### config.mk
export PLATFORM = sky130hd
export DESIGN_NAME = cla_wide_add_seq
export DESIGN_NICKNAME = d
export VERILOG_FILES = /design/src/rtl/cla_wide_add_seq.sv
export SDC_FILE = /design/constraint.sdc
export NUM_CORES = 1
export LEC_CHECK = 0
export CELL_PAD_IN_SITES_DETAIL_PLACEMENT = 0
export CELL_PAD_IN_SITES_GLOBAL_PLACEMENT = 1
export CORE_ASPECT_RATIO = 0.7
export CORE_UTILIZATION = 44
export CTS_CLUSTER_SIZE = 20
export DETAILED_ROUTE_END_ITERATION = 10
export PLACE_DENSITY = 0.91
export SYNTH_ARGS = -nofsm -noshare
export SYNTH_HDL_FRONTEND = slang
export SYNTH_SLANG_ARGS = --single-unit
### constraint.sdc
create_clock -name clk -period 11.1 [get_ports clk]
set_clock_uncertainty 0.15 [all_clocks]
set_input_delay 2.22 -clock clk [delete_from_list [all_inputs] [get_ports clk]]
set_output_delay 2.22 -clock clk [all_outputs]
set_load 0.01 [all_outputs]
### src/rtl/cla_wide_add_seq.sv
// cla_wide_add_seq: adds two 16*NSEG-bit operands over NSEG cycles by reusing one
// 16-bit carry-lookahead slice, least significant segment first, with the
// inter-segment carry held in a register. Valid/ready handshake on both sides.
// Optional feature: define CLA_SEQ_SUB_EN to add the in_sub port (A - B mode).
module cla_wide_add_seq #(
  parameter int NSEG = 4
) (
  input  logic                 clk,
  input  logic                 rst,
  input  logic                 in_valid,
  output logic                 in_ready,
  input  logic [16*NSEG-1:0]   in_a,
  input  logic [16*NSEG-1:0]   in_b,
  input  logic                 in_cin,
`ifdef CLA_SEQ_SUB_EN
  input  logic                 in_sub,
`endif
  output logic                 out_valid,
  input  logic                 out_ready,
  output logic [16*NSEG-1:0]   out_sum,
  output logic                 out_cout,
  output logic                 out_ovf,
  output logic                 busy
);

  localparam int SW = (NSEG > 1) ? $clog2(NSEG) : 1;
  localparam logic [SW-1:0] SEG_LAST = SW'(NSEG - 1);

  typedef enum logic [1:0] {
    IDLE = 2'd0,
    RUN  = 2'd1,
    DONE = 2'd2
  } state_t;

  state_t                  state_r;
  state_t                  state_s;
  logic [NSEG-1:0][15:0]   a_r;
  logic [NSEG-1:0][15:0]   b_r;
  logic [NSEG-1:0][15:0]   sum_r;
  logic                    carry_r;
  logic                    ovf_r;
  logic [SW-1:0]           seg_r;
  logic                    sub_s;
  logic [16:0]             slice_s;

  // 16-bit carry-lookahead slice: 4-bit groups with group generate/propagate,
  // carries inside each group from the local lookahead. Returns {cout, sum}.
  function automatic logic [16:0] cla16(input logic [15:0] a, input logic [15:0] b,
                                        input logic cin);
    logic [15:0] g;
    logic [15:0] p;
    logic [15:0] c;
    logic [3:0]  gg;
    logic [3:0]  gp;
    logic [4:0]  gc;
    g = a & b;
    p = a ^ b;
    for (int k = 0; k < 4; k++) begin
      gg[k] = g[4*k+3]
            | (p[4*k+3] & g[4*k+2])
            | (p[4*k+3] & p[4*k+2] & g[4*k+1])
            | (p[4*k+3] & p[4*k+2] & p[4*k+1] & g[4*k]);
      gp[k] = &p[4*k +: 4];
    end
    gc[0] = cin;
    for (int k = 0; k < 4; k++) begin
      gc[k+1] = gg[k] | (gp[k] & gc[k]);
    end
    for (int k = 0; k < 4; k++) begin
      c[4*k] = gc[k];
      for (int j = 0; j < 3; j++) begin
        c[4*k+j+1] = g[4*k+j] | (p[4*k+j] & c[4*k+j]);
      end
    end
    return {gc[4], p ^ c};
  endfunction

`ifdef CLA_SEQ_SUB_EN
  assign sub_s = in_sub;
`else
  assign sub_s = 1'b0;
`endif

  // The single shared slice always works on the segment selected by seg_r.
  assign slice_s = cla16(a_r[seg_r], b_r[seg_r], carry_r);

  // Handshake and status flags are decoded from the state register only.
  assign in_ready  = (state_r == IDLE) && !rst;
  assign out_valid = (state_r == DONE);
  assign busy      = (state_r == RUN) || (state_r == DONE);
  assign out_sum   = sum_r;
  assign out_cout  = carry_r;
  assign out_ovf   = ovf_r;

  // State register.
  always_ff @(posedge clk or posedge rst) begin
    if (rst) begin
      state_r <= IDLE;
    end else begin
      state_r <= state_s;
    end
  end

  // Next-state decode: accept in IDLE, step through segments, wait for consumer.
  always_comb begin
    state_s = state_r;
    case (state_r)
      IDLE: begin
        if (in_valid) begin
          state_s = RUN;
        end else begin
          state_s = IDLE;
        end
      end
      RUN: begin
        if (seg_r == SEG_LAST) begin
          state_s = DONE;
        end else begin
          state_s = RUN;
        end
      end
      DONE: begin
        if (out_ready) begin
          state_s = IDLE;
        end else begin
          state_s = DONE;
        end
      end
      default: begin
        state_s = IDLE;
      end
    endcase
  end

  // Datapath: latch operands on acceptance, capture one segment per RUN cycle,
  // hold everything stable in DONE so the result stays frozen under backpressure.
  always_ff @(posedge clk or posedge rst) begin
    if (rst) begin
      a_r     <= '0;
      b_r     <= '0;
      sum_r   <= '0;
      carry_r <= 1'b0;
      ovf_r   <= 1'b0;
      seg_r   <= '0;
    end else begin
      case (state_r)
        IDLE: begin
          if (in_valid) begin
            a_r     <= in_a;
            b_r     <= sub_s ? ~in_b : in_b;
            carry_r <= sub_s ? 1'b1 : in_cin;
            seg_r   <= '0;
          end
        end
        RUN: begin
          sum_r[seg_r] <= slice_s[15:0];
          carry_r      <= slice_s[16];
          if (seg_r == SEG_LAST) begin
            // Overflow = carry out of MSB xor carry into MSB.
            ovf_r <= slice_s[16] ^ (a_r[seg_r][15] ^ b_r[seg_r][15] ^ slice_s[15]);
          end else begin
            seg_r <= seg_r + 1'b1;
          end
        end
        default: begin
          carry_r <= carry_r;
        end
      endcase
    end
  end

endmodule

==> results.md <==
| Quantity | Reported | Unit |
|:---|:---|:---|
| Outcome | completed | - |
| Count of buffers added by post-CTS timing repair for setup | 0 | - |
| Critical path start-end classification | in -> out | - |
| I/O pins | 202 | - |
| Count of buffering cells on the critical path with inverters included | 2 | - |
| Synth Instances | 598 | - |
| Normalized max-slew margin | 27.74 | % |
| Core region area | 0.01980 | mm^2 |
| Average routed wire per standard cell | 19.69 | um |
| Worst path required time | 8730 | ps |
| Site row count | 43 | - |
| Detail Route Antenna Nets | 0 | - |
| Setup tns final | 0 | ps |
| Post-synth EDFFs | 0 | - |
| Ratio of routed vias to standard cells | 5.177 | - |
| Clock tree root buffer cell | sky130_fd_sc_hd__clkbuf_16 | - |
| Die Area | 0.02079 | mm^2 |
| Total detailed-routing wirelength | 21.15 | mm |
| Initial antenna violation count | 2 | - |
| Final worst-path cycle share | 52.06 | % |
| Most frequent cell after synthesis | sky130_fd_sc_hd__dfrtp_1 | - |
| Xor/xnor share of the synthesized area | 0.3940 | % |
| CTS Sinks | 198 | - |
| Type of origin of the critical path | input pin | - |
| Cell type with the largest total area after synthesis | sky130_fd_sc_hd__dfrtp_1 | - |
| Gate family responsible for the most delay along the worst path | buffers and inverters | - |
| GRT overflow | 0 | - |
| Share of layout cells above drive strength 1 | 16.44 | % |
| Proportion of netlist area held by the largest area contributor | 55.73 | % |
| Maximum clock frequency | 0.1731 | GHz |
| Final RePlAce weighted congestion | 0.8149 | - |
| Adder and majority cell fraction of the synthesized area | 6.079 | % |
| Number of H-tree branching levels | 4 | - |
| Power Dens Cells | 360.6 | mW/mm^2 |
| Register area | 0.004957 | mm^2 |
| CTS tree | built | - |
| Final layout net count | 959 | - |
| Worst hold-check path type | reg -> reg | - |
| Post-Route Utilization | 59.47 | % |
| Critical path, cell by cell | clkdlybuf4s50_1 > nor2b_1 > clkdlybuf4s50_1 | - |
| Category of the worst setup path capture point | primary output | - |
| Clock buffers created by TritonCTS | 17 | - |
| Largest voltage drop on the vdd net | 0.2012 | mV |
| Number of slew-limit violations in the final report | 0 | - |
| Setup repair after global routing missed its margin | no | - |
| Measured slew at the worst slew-check pin | 1084 | ps |
| Via count of the first global-routing pass | 5975 | - |
| Post-route insts no fill | 1074 | - |
| Count of input and output buffers | 201 | - |
| # setup viols final | 0 | - |
| Synth Register Bits | 198 | - |
| Worst hold slack after final layout | 331.6 | ps |
| Largest family of logic cells by synthesized area | multiplexers | - |
| Synth Area per Inst | 14.87 | um^2 |
| Cell repeated most along the worst path | sky130_fd_sc_hd__clkdlybuf4s50_1 | - |
| P&R area growth vs syn | 32.44 | % |
| Arrival time of data at the critical path endpoint | 3410 | ps |
| Number of vias after detailed routing | 5560 | - |
| Syn Std Cell Area | 0.008891 | mm^2 |
| DRC violations left | 0 | - |
| Fin crit period | 5778 | ps |
| CP max stage delay | 540 | ps |
| Clock tree buffer depth | 2 | - |
| Post-CTS clock slew at the launch and capture registers of the worst setup and hold paths | 80 | ps |
| Die Width | 171.9 | um |
| Pin count of the biggest net entering global routing | 123 | - |
| Number of buffers added to fix hold violations after cts | 0 | - |
| Number of placed instances, taps included | 1041 | - |
| Number of distinct library cells after synthesis | 40 | - |
| Proportion of synthesized chip area in sequential cells | 55.73 | % |
| CTS resizes | 0 | - |
| Initial Utilization | 44.91 | % |
| Fraction of the mapped netlist area in simple logic gates | 2.997 | % |
| Number of warning messages in the yosys log | 0 | - |
| Largest cells by area after synthesis | sky130_fd_sc_hd__dfrtp_1 (56%), sky130_fd_sc_hd__mux2_1 (13%), sky130_fd_sc_hd__mux4_2 (8.1%) | - |
| DRT Pass-1 Iters | 4 | - |
| Share of the synthesized area in compound gates (AO/OA/AOI/OAI) | 3.842 | % |
| Nets in the synthesized netlist | 767 | - |
| Max-cap check violation count | 0 | - |
| HPWL reported at the end of detailed placement | 15.82 | mm |
| GRT Util Overall | 21.69 | % |
| Combined area of the multi-input logic cells | 0.003714 | mm^2 |
| Cell types with the highest counts after synthesis | sky130_fd_sc_hd__dfrtp_1 (198), sky130_fd_sc_hd__mux2_1 (104), sky130_fd_sc_hd__mux2_2 (56), sky130_fd_sc_hd__nand2_1 (43), sky130_fd_sc_hd__mux4_2 (32) | - |
| Number of violations reported at the end of detailed-routing iteration 0 | 321 | - |
| Leakage Power | 4.975 | nW |
| Vertical die dimension | 120.9 | um |
| First-pass GRT wire length | 33.16 | mm |
| Fill count | 1576 | - |
| Share of synthesized registers carrying an async set or reset | 100.0 | % |
| Insertion delay to the later sink of the worst-skew pair | 440 | ps |
| Slowest stage cell, crit path | sky130_fd_sc_hd__clkdlybuf4s50_1 | - |
| Hold Fails Final Rpt | 0 | - |
| Multiplexer share of the synthesized area | 28.37 | % |
| Total Power Consumption | 0.004246 | W |
| Highest fanout seen on the critical path | 2 | - |
| Primary FF master, synth | sky130_fd_sc_hd__dfrtp_1 | - |
[per-stage QoR]
step	worst slack (ps)	cell area, um^2
2_1_floorplan	3333	8891
3_3_place_gp	5291	11120
3_5_place_dp	5319	11120
4_1_cts	5317	11770
5_1_grt	5299	11770
6_report	5322	11780
[final cells by class]
class / count / share of cell area (%)
inverters: 19 / 0.6694
repair buffers: 204 / 17.28
multi-input cells: 350 / 31.54
flip-flops and latches: 198 / 42.10
clock inverters: 14 / 1.796
clock buffers: 18 / 3.730
diodes: 1 / 0.02125
well taps: 270 / 2.869
[metal layers]
layer / GRT usage [%] / share of wire (%)
met5: 0 / 0.052
met4: 5.697 / 1.6
met3: 8.154 / 8.3
met2: 33.17 / 45
met1: 29.05 / 45
[final timing paths]
path                        startpoint          end  slack, ps  cells after the start
hold reg to reg            out_sum[35]  out_sum[35]        330                      2
min in group asynchronous          rst  out_sum[12]       2220                      2
max in group asynchronous          rst      b_r[37]       7080                      3
setup reg to reg              seg_r[0]  out_sum[47]       6160                     13
hold / removal             out_sum[35]  out_sum[35]        330                      2
setup / recovery                   rst     in_ready       5320                      3
[worst min-delay path: stages, from the launching register on]
cell and delay, ps:
sky130_fd_sc_hd__dfrtp_1 350, sky130_fd_sc_hd__nand2_1 50, sky130_fd_sc_hd__o21ai_0 60
[cell usage in the layout, fill, tap and decap left out, types with 2 or more instances in the layout]
master and instances:
sky130_fd_sc_hd__xor2_1 3, sky130_fd_sc_hd__inv_2 2, sky130_fd_sc_hd__a22o_1 2, sky130_fd_sc_hd__inv_6 2
sky130_fd_sc_hd__mux2_1 104, sky130_fd_sc_hd__nand2b_1 4, sky130_fd_sc_hd__a21o_1 2, sky130_fd_sc_hd__inv_8 5
sky130_fd_sc_hd__o21ai_0 30, sky130_fd_sc_hd__and4_1 2, sky130_fd_sc_hd__o21ai_1 7, sky130_fd_sc_hd__buf_4 3
sky130_fd_sc_hd__nand2_1 42, sky130_fd_sc_hd__dfrtp_1 196, sky130_fd_sc_hd__bufinv_16 4, sky130_fd_sc_hd__fa_1 12
sky130_fd_sc_hd__mux4_2 32, sky130_fd_sc_hd__a21oi_1 9, sky130_fd_sc_hd__mux2_2 56, sky130_fd_sc_hd__clkbuf_16 17
sky130_fd_sc_hd__clkdlybuf4s50_1 201, sky130_fd_sc_hd__clkinvlp_4 2, sky130_fd_sc_hd__nor2b_1 2, sky130_fd_sc_hd__o31a_1 2
sky130_fd_sc_hd__inv_1 16, sky130_fd_sc_hd__ha_1 24, sky130_fd_sc_hd__dfrtp_2 2
[report_power, final]
group	total, W	internal [W]	switching (W)
logic	0.00224	0.00110	0.00115
clock network	0.000675	0.000391	0.000284
registers	0.00133	0.00110	0.000227
total	0.00425	0.00259	0.00166
[cell families (layout without fill, tap and decap cells)]
group	count (synthesis)	after routing
buffers and inverters	50	255
AOI/OAI and AO/OA	59	59
xor gates and xnor gates	4	4
muxes	192	192
DFF	198	198
and+or+nand+nor	59	59
other	0	1
adders and majority gates	36	36
[sequential cells by signal, indices dropped and copies added, names as in the netlist]
| name | count |
|---|---|
| state_r | 2 |
| out_ovf | 1 |
| out_sum | 64 |
| a_r | 64 |
| seg_r | 2 |
| b_r | 64 |
| out_cout | 1 |
No activity file was read; power rests on OpenSTA's default activity.
